<file path="src/rtl/key_event_fifo_pkg.sv">
// -----------------------------------------------------------------------------
// key_pkg
// Values shared by the keyboard event FIFO and the modules around it.
//   KEY_DEPTH  : number of buffered keyboard bytes
//   KEY_DATA_W : width of one keyboard byte (ASCII code)
//   KEY_EMPTY  : value presented on key_data while the FIFO holds nothing
// -----------------------------------------------------------------------------
package key_pkg;

    localparam int KEY_DEPTH  = 8;
    localparam int KEY_DATA_W = 8;

    localparam logic [KEY_DATA_W-1:0] KEY_EMPTY = 8'h00;

endpackage : key_pkg

</file>
<file path="src/rtl/key_event_fifo_sync.sv">
// -----------------------------------------------------------------------------
// sync_2ff
// Double-flop synchroniser for signals that arrive from another clock domain
// or directly from a pin. The reset value is a parameter so that a chain can
// come out of reset at its idle level and not create a false edge.
//   clk_i   : destination clock
//   rst_ni  : asynchronous active-low reset
//   d_i     : asynchronous input
//   q_o     : synchronised output (two flops behind d_i)
// -----------------------------------------------------------------------------
module sync_2ff #(
    parameter int           W       = 1,
    parameter logic [W-1:0] RST_VAL = '0
) (
    input  logic         clk_i,
    input  logic         rst_ni,
    input  logic [W-1:0] d_i,
    output logic [W-1:0] q_o
);

    logic [W-1:0] s1_q;
    logic [W-1:0] s2_q;

    always_ff @(posedge clk_i or negedge rst_ni) begin
        if (!rst_ni) begin
            s1_q <= RST_VAL;
            s2_q <= RST_VAL;
        end else begin
            s1_q <= d_i;
            s2_q <= s1_q;
        end
    end

    assign q_o = s2_q;

endmodule : sync_2ff

</file>
<file path="src/rtl/key_event_fifo.sv">
// -----------------------------------------------------------------------------
// key_event_fifo
// Buffers keyboard bytes between the PS/2 decoder and the CPU key register so
// that keystrokes survive a slow CPU. Everything runs on sysclk.
//
// Ports:
//   sysclk          : system clock, all state on its rising edge
//   rst_n           : asynchronous active-low reset
//   ascii_code      : byte from the decoder, stable around the strobe
//   scan_code_ready : asynchronous decoder strobe, falling edge = new byte
//   pop_toggle      : CPU-domain toggle, every level change pops one byte
//   clr_ovf         : synchronous clear of the sticky overflow flag
//   key_data        : head byte, KEY_EMPTY when nothing is stored
//   key_valid       : FIFO holds at least one byte
//   key_count       : occupancy 0..DEPTH
//   sample          : toggles once for every accepted byte
//   overflow        : sticky, set when a byte is dropped on a full FIFO
//   key_irq         : interrupt request, same as key_valid
//
// Handshake: there is no ready/backpressure. A producer event (strobe falling
// edge) is accepted whenever space exists or a pop happens in the same cycle,
// otherwise it is dropped and flagged. A consumer event (toggle change) takes
// the head byte if one exists and is otherwise ignored. The CPU must not
// toggle again before the previous pop is visible on key_data.
// -----------------------------------------------------------------------------
module key_event_fifo
    import key_pkg::*;
#(
    parameter int DEPTH  = KEY_DEPTH,
    parameter int PTR_W  = $clog2(DEPTH),
    parameter int DATA_W = KEY_DATA_W
) (
    input  logic              sysclk,
    input  logic              rst_n,
    input  logic [DATA_W-1:0] ascii_code,
    input  logic              scan_code_ready,
    input  logic              pop_toggle,
    input  logic              clr_ovf,
    output logic [DATA_W-1:0] key_data,
    output logic              key_valid,
    output logic [PTR_W:0]    key_count,
    output logic              sample,
    output logic              overflow,
    output logic              key_irq
);

    localparam int PW = PTR_W + 1;
    localparam logic [PW-1:0]     FULL_CNT  = PW'(DEPTH);
    localparam logic [DATA_W-1:0] EMPTY_VAL = DATA_W'(KEY_EMPTY);

    // ------------------------------------------------------------------
    // Synchronisers and edge detection
    // ------------------------------------------------------------------
    logic s2;
    logic s3_q;
    logic p2;
    logic p3_q;

    // The strobe idles high, so its chain resets high: releasing reset
    // while the decoder is idle must not look like a falling edge.
    sync_2ff #(.W(1), .RST_VAL(1'b1)) u_sync_scr (
        .clk_i  (sysclk),
        .rst_ni (rst_n),
        .d_i    (scan_code_ready),
        .q_o    (s2)
    );

    sync_2ff #(.W(1), .RST_VAL(1'b0)) u_sync_pop (
        .clk_i  (sysclk),
        .rst_ni (rst_n),
        .d_i    (pop_toggle),
        .q_o    (p2)
    );

    always_ff @(posedge sysclk or negedge rst_n) begin
        if (!rst_n) begin
            s3_q <= 1'b1;
            p3_q <= 1'b0;
        end else begin
            s3_q <= s2;
            p3_q <= p2;
        end
    end

    logic push_req;
    logic pop_req;

    assign push_req = s3_q & ~s2;
    assign pop_req  = p2 ^ p3_q;

    // ------------------------------------------------------------------
    // FIFO state
    // ------------------------------------------------------------------
    logic [DATA_W-1:0] mem_q [DEPTH];

    logic [PW-1:0]     wr_ptr_q, wr_ptr_d;
    logic [PW-1:0]     rd_ptr_q, rd_ptr_d;
    logic [PW-1:0]     count_q,  count_d;
    logic [DATA_W-1:0] key_data_q, key_data_d;
    logic              key_valid_q, key_valid_d;
    logic              sample_q, sample_d;
    logic              overflow_q, overflow_d;

    logic do_push;
    logic do_pop;
    logic drop;

    always_comb begin
        do_pop      = 1'b0;
        do_push     = 1'b0;
        drop        = 1'b0;
        wr_ptr_d    = wr_ptr_q;
        rd_ptr_d    = rd_ptr_q;
        count_d     = count_q;
        sample_d    = sample_q;
        overflow_d  = overflow_q;
        key_data_d  = EMPTY_VAL;
        key_valid_d = 1'b0;

        // A pop only happens when something is stored. A push into a full
        // FIFO still succeeds when a pop frees the head in the same cycle.
        do_pop  = pop_req && (count_q != '0);
        do_push = push_req && ((count_q != FULL_CNT) || do_pop);
        drop    = push_req && !do_push;

        wr_ptr_d = wr_ptr_q + PW'(do_push);
        rd_ptr_d = rd_ptr_q + PW'(do_pop);
        count_d  = count_q + PW'(do_push) - PW'(do_pop);

        if (do_push) begin
            sample_d = ~sample_q;
        end

        // Set wins over clear.
        if (drop) begin
            overflow_d = 1'b1;
        end else if (clr_ovf) begin
            overflow_d = 1'b0;
        end

        key_valid_d = (count_d != '0);

        // When the new head is the slot being written this cycle (push into
        // empty, or push+pop with one entry) the array is not updated yet,
        // so forward the incoming byte.
        if (count_d == '0) begin
            key_data_d = EMPTY_VAL;
        end else if (do_push && (wr_ptr_q == rd_ptr_d)) begin
            key_data_d = ascii_code;
        end else begin
            key_data_d = mem_q[rd_ptr_d[PTR_W-1:0]];
        end
    end

    // Storage has no reset; only entries below the write pointer are read.
    always_ff @(posedge sysclk) begin
        if (do_push) begin
            mem_q[wr_ptr_q[PTR_W-1:0]] <= ascii_code;
        end
    end

    always_ff @(posedge sysclk or negedge rst_n) begin
        if (!rst_n) begin
            wr_ptr_q    <= '0;
            rd_ptr_q    <= '0;
            count_q     <= '0;
            key_data_q  <= EMPTY_VAL;
            key_valid_q <= 1'b0;
            sample_q    <= 1'b0;
            overflow_q  <= 1'b0;
        end else begin
            wr_ptr_q    <= wr_ptr_d;
            rd_ptr_q    <= rd_ptr_d;
            count_q     <= count_d;
            key_data_q  <= key_data_d;
            key_valid_q <= key_valid_d;
            sample_q    <= sample_d;
            overflow_q  <= overflow_d;
        end
    end

    assign key_data  = key_data_q;
    assign key_valid = key_valid_q;
    assign key_count = count_q;
    assign sample    = sample_q;
    assign overflow  = overflow_q;
    assign key_irq   = key_valid_q;

endmodule : key_event_fifo

</file>
<file path="config.mk">
export PLATFORM = sky130hd
export DESIGN_NAME = key_event_fifo
export DESIGN_NICKNAME = d
export VERILOG_FILES = /design/src/rtl/key_event_fifo_pkg.sv /design/src/rtl/key_event_fifo_sync.sv /design/src/rtl/key_event_fifo.sv
export SDC_FILE = /design/constraint.sdc
export NUM_CORES = 1
export LEC_CHECK = 0
export CELL_PAD_IN_SITES_DETAIL_PLACEMENT = 0
export CELL_PAD_IN_SITES_GLOBAL_PLACEMENT = 1
export CORE_MARGIN = 10
export CORE_UTILIZATION = 54
export DETAILED_ROUTE_END_ITERATION = 6
export HOLD_SLACK_MARGIN = 0.08
export PLACE_DENSITY_LB_ADDON = 0.1
export SLEW_MARGIN = 40
export SYNTH_ARGS = -nofsm -noshare
export SYNTH_HDL_FRONTEND = slang
export SYNTH_HIERARCHICAL = 1
export SYNTH_SLANG_ARGS = --single-unit
</file>
<file path="constraint.sdc">
create_clock -name sysclk -period 9 [get_ports sysclk]
set_input_delay 0.9 -clock sysclk [delete_from_list [all_inputs] [get_ports sysclk]]
set_output_delay 0.9 -clock sysclk [all_outputs]
set_load 0.01 [all_outputs]
</file>
Word level (Yosys, flattened, before mapping) --
Memory sizes are Yosys's and may differ from the RTL's. Index checks and enable logic that the tools add are counted.
Storage, ports and cells: flip-flop bits (word level) 29, RAM bits 64, output and inout port bits 16, word-level logic and storage cells 40, memories 1
Operators by class: add/subtract/negate cells 4, equal/unequal tests 2, multiplexer cells 6, bitwise operators 4, reductions and logical operators 10
Memory list:
- mem_q | words 8, bits a word 8, read ports 1, clocked after Yosys merged registers in 0, write ports 1, RTL line key_event_fifo.sv:94 | logic [DATA_W-1:0] mem_q [DEPTH];
Operators with widths (count):
- $mux W8 | 2
- $add A4 B1 Y4 | 3
- $reduce_bool A4 Y1 | 2
- $eq A4 B4 Y1 | 1
- $logic_and A1 B1 Y1 | 4
- $logic_not A4 Y1 | 1
- $mux W1 | 4
- $ne A4 B4 Y1 const B | 1
- $sub A4 B1 Y4 | 1
- $not A1 Y1 | 2
- $reduce_bool A2 Y1 | 1
- $and A1 B1 Y1 | 1
- $logic_not A1 Y1 | 1
- $logic_or A1 B1 Y1 | 1
- $xor A1 B1 Y1 | 1

Longest topological paths before layout --
depth in word-level cells 8, gate-level depth with buffers 14, depth with buffers taken out 13

Hierarchy --
Netlist, hierarchy kept.
Modules (own cells, without submodules):
- key_event_fifo | instances 1, cells an instance 209, area each 3772.4 µm², seq. area each 2548.7 µm²
- sync_2ff at u_sync_scr | instances 1, cells an instance 2, area each 52.6 µm², seq. area each 52.6 µm²
- sync_2ff at u_sync_pop | instances 1, cells an instance 2, area each 50.0 µm², seq. area each 50.0 µm²

Least setup slack after synthesis --
OpenSTA, ideal clock, no wires.
path type reg-to-reg, start point reg count_q[2], in the netlist key_count[2], end point reg key_data_q[0], in the netlist key_data[0], setup time 0.094 ns, arrival time 3.038 ns, path slack 5.868 ns, cell stages (with the launch flop) 15, buffers on the path 1, period minus slack after synthesis 3.132 ns, path through dfrtp_1 inv_1 ha_1 o211ai_1 clkbuf_1 nand2_1 ha_1 inv_1 ha_1 inv_1 fa_1 xnor2_1 nor3b_1 mux2_2 a211oi_1
On the way: word-level cells in the longest chain between the ends 8
RTL lines:
- start, declared | RTL line key_event_fifo.sv:98 | logic [PW-1:0] count_q, count_d;
- start signal, assigned | RTL line key_event_fifo.sv:174 | count_q <= count_d;
- $reduce_bool A4 Y1 | RTL line key_event_fifo.sv:122 | do_pop = pop_req && (count_q != '0);
- $logic_and A1 B1 Y1 | RTL line key_event_fifo.sv:122
- $logic_or A1 B1 Y1 | RTL line key_event_fifo.sv:123 | do_push = push_req && ((count_q != FULL_CNT) || do_pop);
- $logic_and A1 B1 Y1 | RTL line key_event_fifo.sv:123
- $add A4 B1 Y4 | RTL line key_event_fifo.sv:128 | count_d = count_q + PW'(do_push) - PW'(do_pop);
- $sub A4 B1 Y4 (*) | RTL line key_event_fifo.sv:128
- named net count_d[2] | RTL line key_event_fifo.sv:98
- $logic_not A4 Y1 (*) | RTL line key_event_fifo.sv:146 | if (count_d == '0) begin
- $mux W8 (*) | RTL line key_event_fifo.sv:146
- named net key_data_d[0] | RTL line key_event_fifo.sv:99 | logic [DATA_W-1:0] key_data_q, key_data_d;
- end signal, assigned | RTL line key_event_fifo.sv:175 | key_data_q <= key_data_d;
- end, declared | RTL line key_event_fifo.sv:99
The timed path passes the listed nets; every way through them passes the cells marked *. A chain may end at the register's enable or synchronous reset.

Final worst setup path --
start point reg s3_q, end point reg key_data_q[1], in the netlist key_data[1]
On the way: word-level cells in the longest chain between the ends 6
RTL lines:
- start, declared | RTL line key_event_fifo.sv:55 | logic s3_q;
- start signal, assigned | RTL line key_event_fifo.sv:77 | s3_q <= 1'b1;
- start signal, assigned | RTL line key_event_fifo.sv:80 | s3_q <= s2;
- $and A1 B1 Y1 | RTL line key_event_fifo.sv:88 | assign push_req = s3_q & ~s2;
- $logic_and A1 B1 Y1 | RTL line key_event_fifo.sv:123
- $add A4 B1 Y4 | RTL line key_event_fifo.sv:128
- $sub A4 B1 Y4 | RTL line key_event_fifo.sv:128
- named net count_d[2] | RTL line key_event_fifo.sv:98
- $logic_not A4 Y1 | RTL line key_event_fifo.sv:146
- $mux W8 | RTL line key_event_fifo.sv:146
- named net key_data_d[1] | RTL line key_event_fifo.sv:99
The timed path passes the listed nets, and every way through them passes these cells.

==> out/results.ini <==
[yosys]
yosysSeqAreaShare_pct = 68.4
synth_top_area_cell = edfxtp_1
synth_top_area_share_pct = 49.6
syn_avg_cell_area_um2 = 18.2
synth_cell_types = 34
synth.area.top_cells = edfxtp_1 50%, dfrtp_1 17%, mux4_1 6.8%
syn_nets = 237
synth_warnings = 6
syn-instance-count = 213
syn_area_mm2 = 0.00387
ys_ff_latch = 93

[floorplanning]
io_pins = 29
coreArea_mm2 = 0.00687
dieArea_mm2 = 0.0110
start_util_pct = 56.4
die_x_um = 105
die_y_um = 105
std_cell_rows = 30

[routing]
wl_mm = 7.26
dr_total_vias = 1942
vias_per_cell = 5.58
drc = 0
drt_pre_antenna_iters = 5
wl_per_cell_um = 20.9
antenna_left = 0
first_iter_violations = 51

[cells_and_area]
num-fill-cells = 487
insertedDiodeCount = 0
fin_area_mm2 = 0.00447
drive_above_1_share_pct = 18.7
final_common_cell = edfxtp_1
nNetsFinal = 271
final_cell_mix = 64 x edfxtp_1, 28 x clkdlybuf4s50_1, 26 x dfrtp_1, 19 x inv_1, 10 x mux4_1
areaGrowthSynthToFinish_pct = 15.3

[sta]
final_hold_viol_count = 0
tightest_slew_ns = 0.804
setup_viol = 0
clock.fmax_ghz = 0.272
maxSlewViolCount = 0
fin_skew_ns = 0.00851
fin_crit_sh_pct = 40.9
rsz0062_at_grt = false
slew_headroom_pct = 46.4
setup-tns-final_ns = 0
finalCriticalPeriod_ns = 3.68

[setup_path]
path_class = reg2reg
crit_chain = inv_1 > nor2_1 > nand2_1 > ha_1 > inv_1 > ha_1 > inv_1 > fa_1 > xnor2_1 > nor3_1 > mux2_2 > a211oi_1
arrival_ns = 3.92
cp_num_buf_inv = 3
crit_required_ns = 9.24
slowest_stage = nor2_1
cp.depth = 12
end_kind = flop
cpPeakStageDelay_ns = 0.60
crit_path_start_kind = flop
crit_path_max_fanout = 11
reg2reg_from = s3_q
reg2reg_depth = 12
path_delay_family = simple AND/OR/NAND/NOR gates
cp_common_cell = inv_1
crit_start = s3_q

[power]
p_leak_nw = 1.64
ir_worst_vdd_mv = 0.162
powerDensity_mw_per_mm2 = 338

[clock_network]
post_cts_buffers = 0
cts_resized = 0
numCtsBuffers = 9
clk_root_buffer_cell = clkbuf_8
worstSkewPairLatency_ns = 0.35
cts_max_path_buffers = 2
hold_buffers = 0
cts_tree = done
cts.sinks = 93
h-tree-depth = 3
clk_pin_slew_worst_paths_ns = 0.09

[worst_hold_path]
whs_path_depth = 0
hold_start = u_sync_scr/s1_q
hp-class = reg2reg

[grt]
grt_use_total_pct = 13.8
grt_pass1_wl_mm = 11.6
grt_pass1_vias = 2035
grt_max_degree = 30
antenna_found_initial = 0
grt_overflow = 0

[placement]
gp_congestion = 0.839
dpl.hpwl_mm = 4.85
portBuffers = 28
post_dp_cell_area_mm2 = 0.00426

[run]
cap_violations = 0

[run_status]
outcome = finished clean

[power breakdown]
| part | leakage (nW) | internal, mW | switching [mW] | total, mW |
|---|---|---|---|---|
| Sequential | 0.914 | 0.540 | 0.0554 | 0.595 |
| Clock | 0.0988 | 0.131 | 0.144 | 0.275 |
| Combinational | 0.623 | 0.325 | 0.314 | 0.640 |
[layout make-up]
class | instances | area [um^2] | area share, %
Inverter | 19 | 71.3 | 1.60
Tap cell | 96 | 120 | 2.69
Sequential cell | 93 | 2650 | 59.3
Clock buffer | 10 | 128 | 2.86
Multi-Input combinational cell | 92 | 1120 | 25.1
Timing Repair Buffer | 32 | 308 | 6.89
Clock inverter | 6 | 71.3 | 1.60
[through the flow]
step           utilization, %  instances  power [mW]  hold slack [ns]  setup WS (ns)
6_report                 65.1        348        1.51            0.360           5.32
3_3_place_gp             61.6        331        1.22            0.341           5.39
3_5_place_dp             62.0        331        1.25            0.338           5.08
5_1_grt                  65.1        348        1.60            0.364           5.04
4_1_cts                  64.9        347        1.52            0.362           5.01
2_1_floorplan               -        213        1.07            0.331           5.87
[cells by family (layout without fill, tap and decap cells)]
group	after synthesis	in the layout	synth area share [%]
AND/OR/NAND/NOR	22	22	3.20
adder cells (fa/ha/maj)	11	11	3.75
buffers and inverters	28	67	4.00
flip-flops	93	93	68.4
multiplexers	25	25	12.9
AO/OA/AOI/OAI	21	21	4.23
XOR/XNOR	13	13	3.52
[cells in the mapped netlist]
cell type and number:
xnor2_1 7, a21oi_1 2, nor4_1 1, nor3_4 1, nor3b_1 1, clkbuf_1 2
xor2_2 1, xor2_1 4, mux4_1 10, nor2_1 5, fa_1 1, buf_6 1
nand2_1 2, buf_12 1, o32ai_1 1, edfxtp_1 64, ha_1 10, buf_2 2
xor3_1 1, dfrtp_1 26, a41oi_1 8, buf_4 1, o211ai_1 1, nand3_1 3
nor3_1 5, mux2_2 9, mux4_2 6, a211oi_1 8, clkbuf_8 2, inv_1 19
dfstp_2 3, and4_1 1, nand2b_1 3, a21o_1 1
[flip-flops by register name (all words and copies together) (netlist names)]
signal           count
mem_q               64
key_data             8
key_count            4
rd_ptr_q             4
wr_ptr_q             4
key_irq              1
overflow             1
p3_q                 1
s3_q                 1
sample               1
u_sync_pop/q_o       1
u_sync_pop/s1_q      1
u_sync_scr/q_o       1
u_sync_scr/s1_q      1
[final timing paths]
path	endpoint	slack, ns
max	key_data[1]	5.32
min	u_sync_scr/q_o	0.36
max in group asynchronous	s3_q	7.76
max reg2reg	key_data[1]	5.32
min reg2reg	u_sync_scr/q_o	0.36
min in group asynchronous	rd_ptr_q[3]	0.92
[metal layers]
| metal | track usage (%) | up-vias | wire length, um |
|---|---|---|---|
| li1 | - | 894 | - |
| met1 | 16.6 | 996 | 3040 |
| met2 | 23.1 | 48 | 3770 |
| met3 | 4.91 | 4 | 413 |
| met4 | 3.73 | 0 | 43 |
| met5 | 0 | - | 0 |
(Power assumes the default switching activity.)
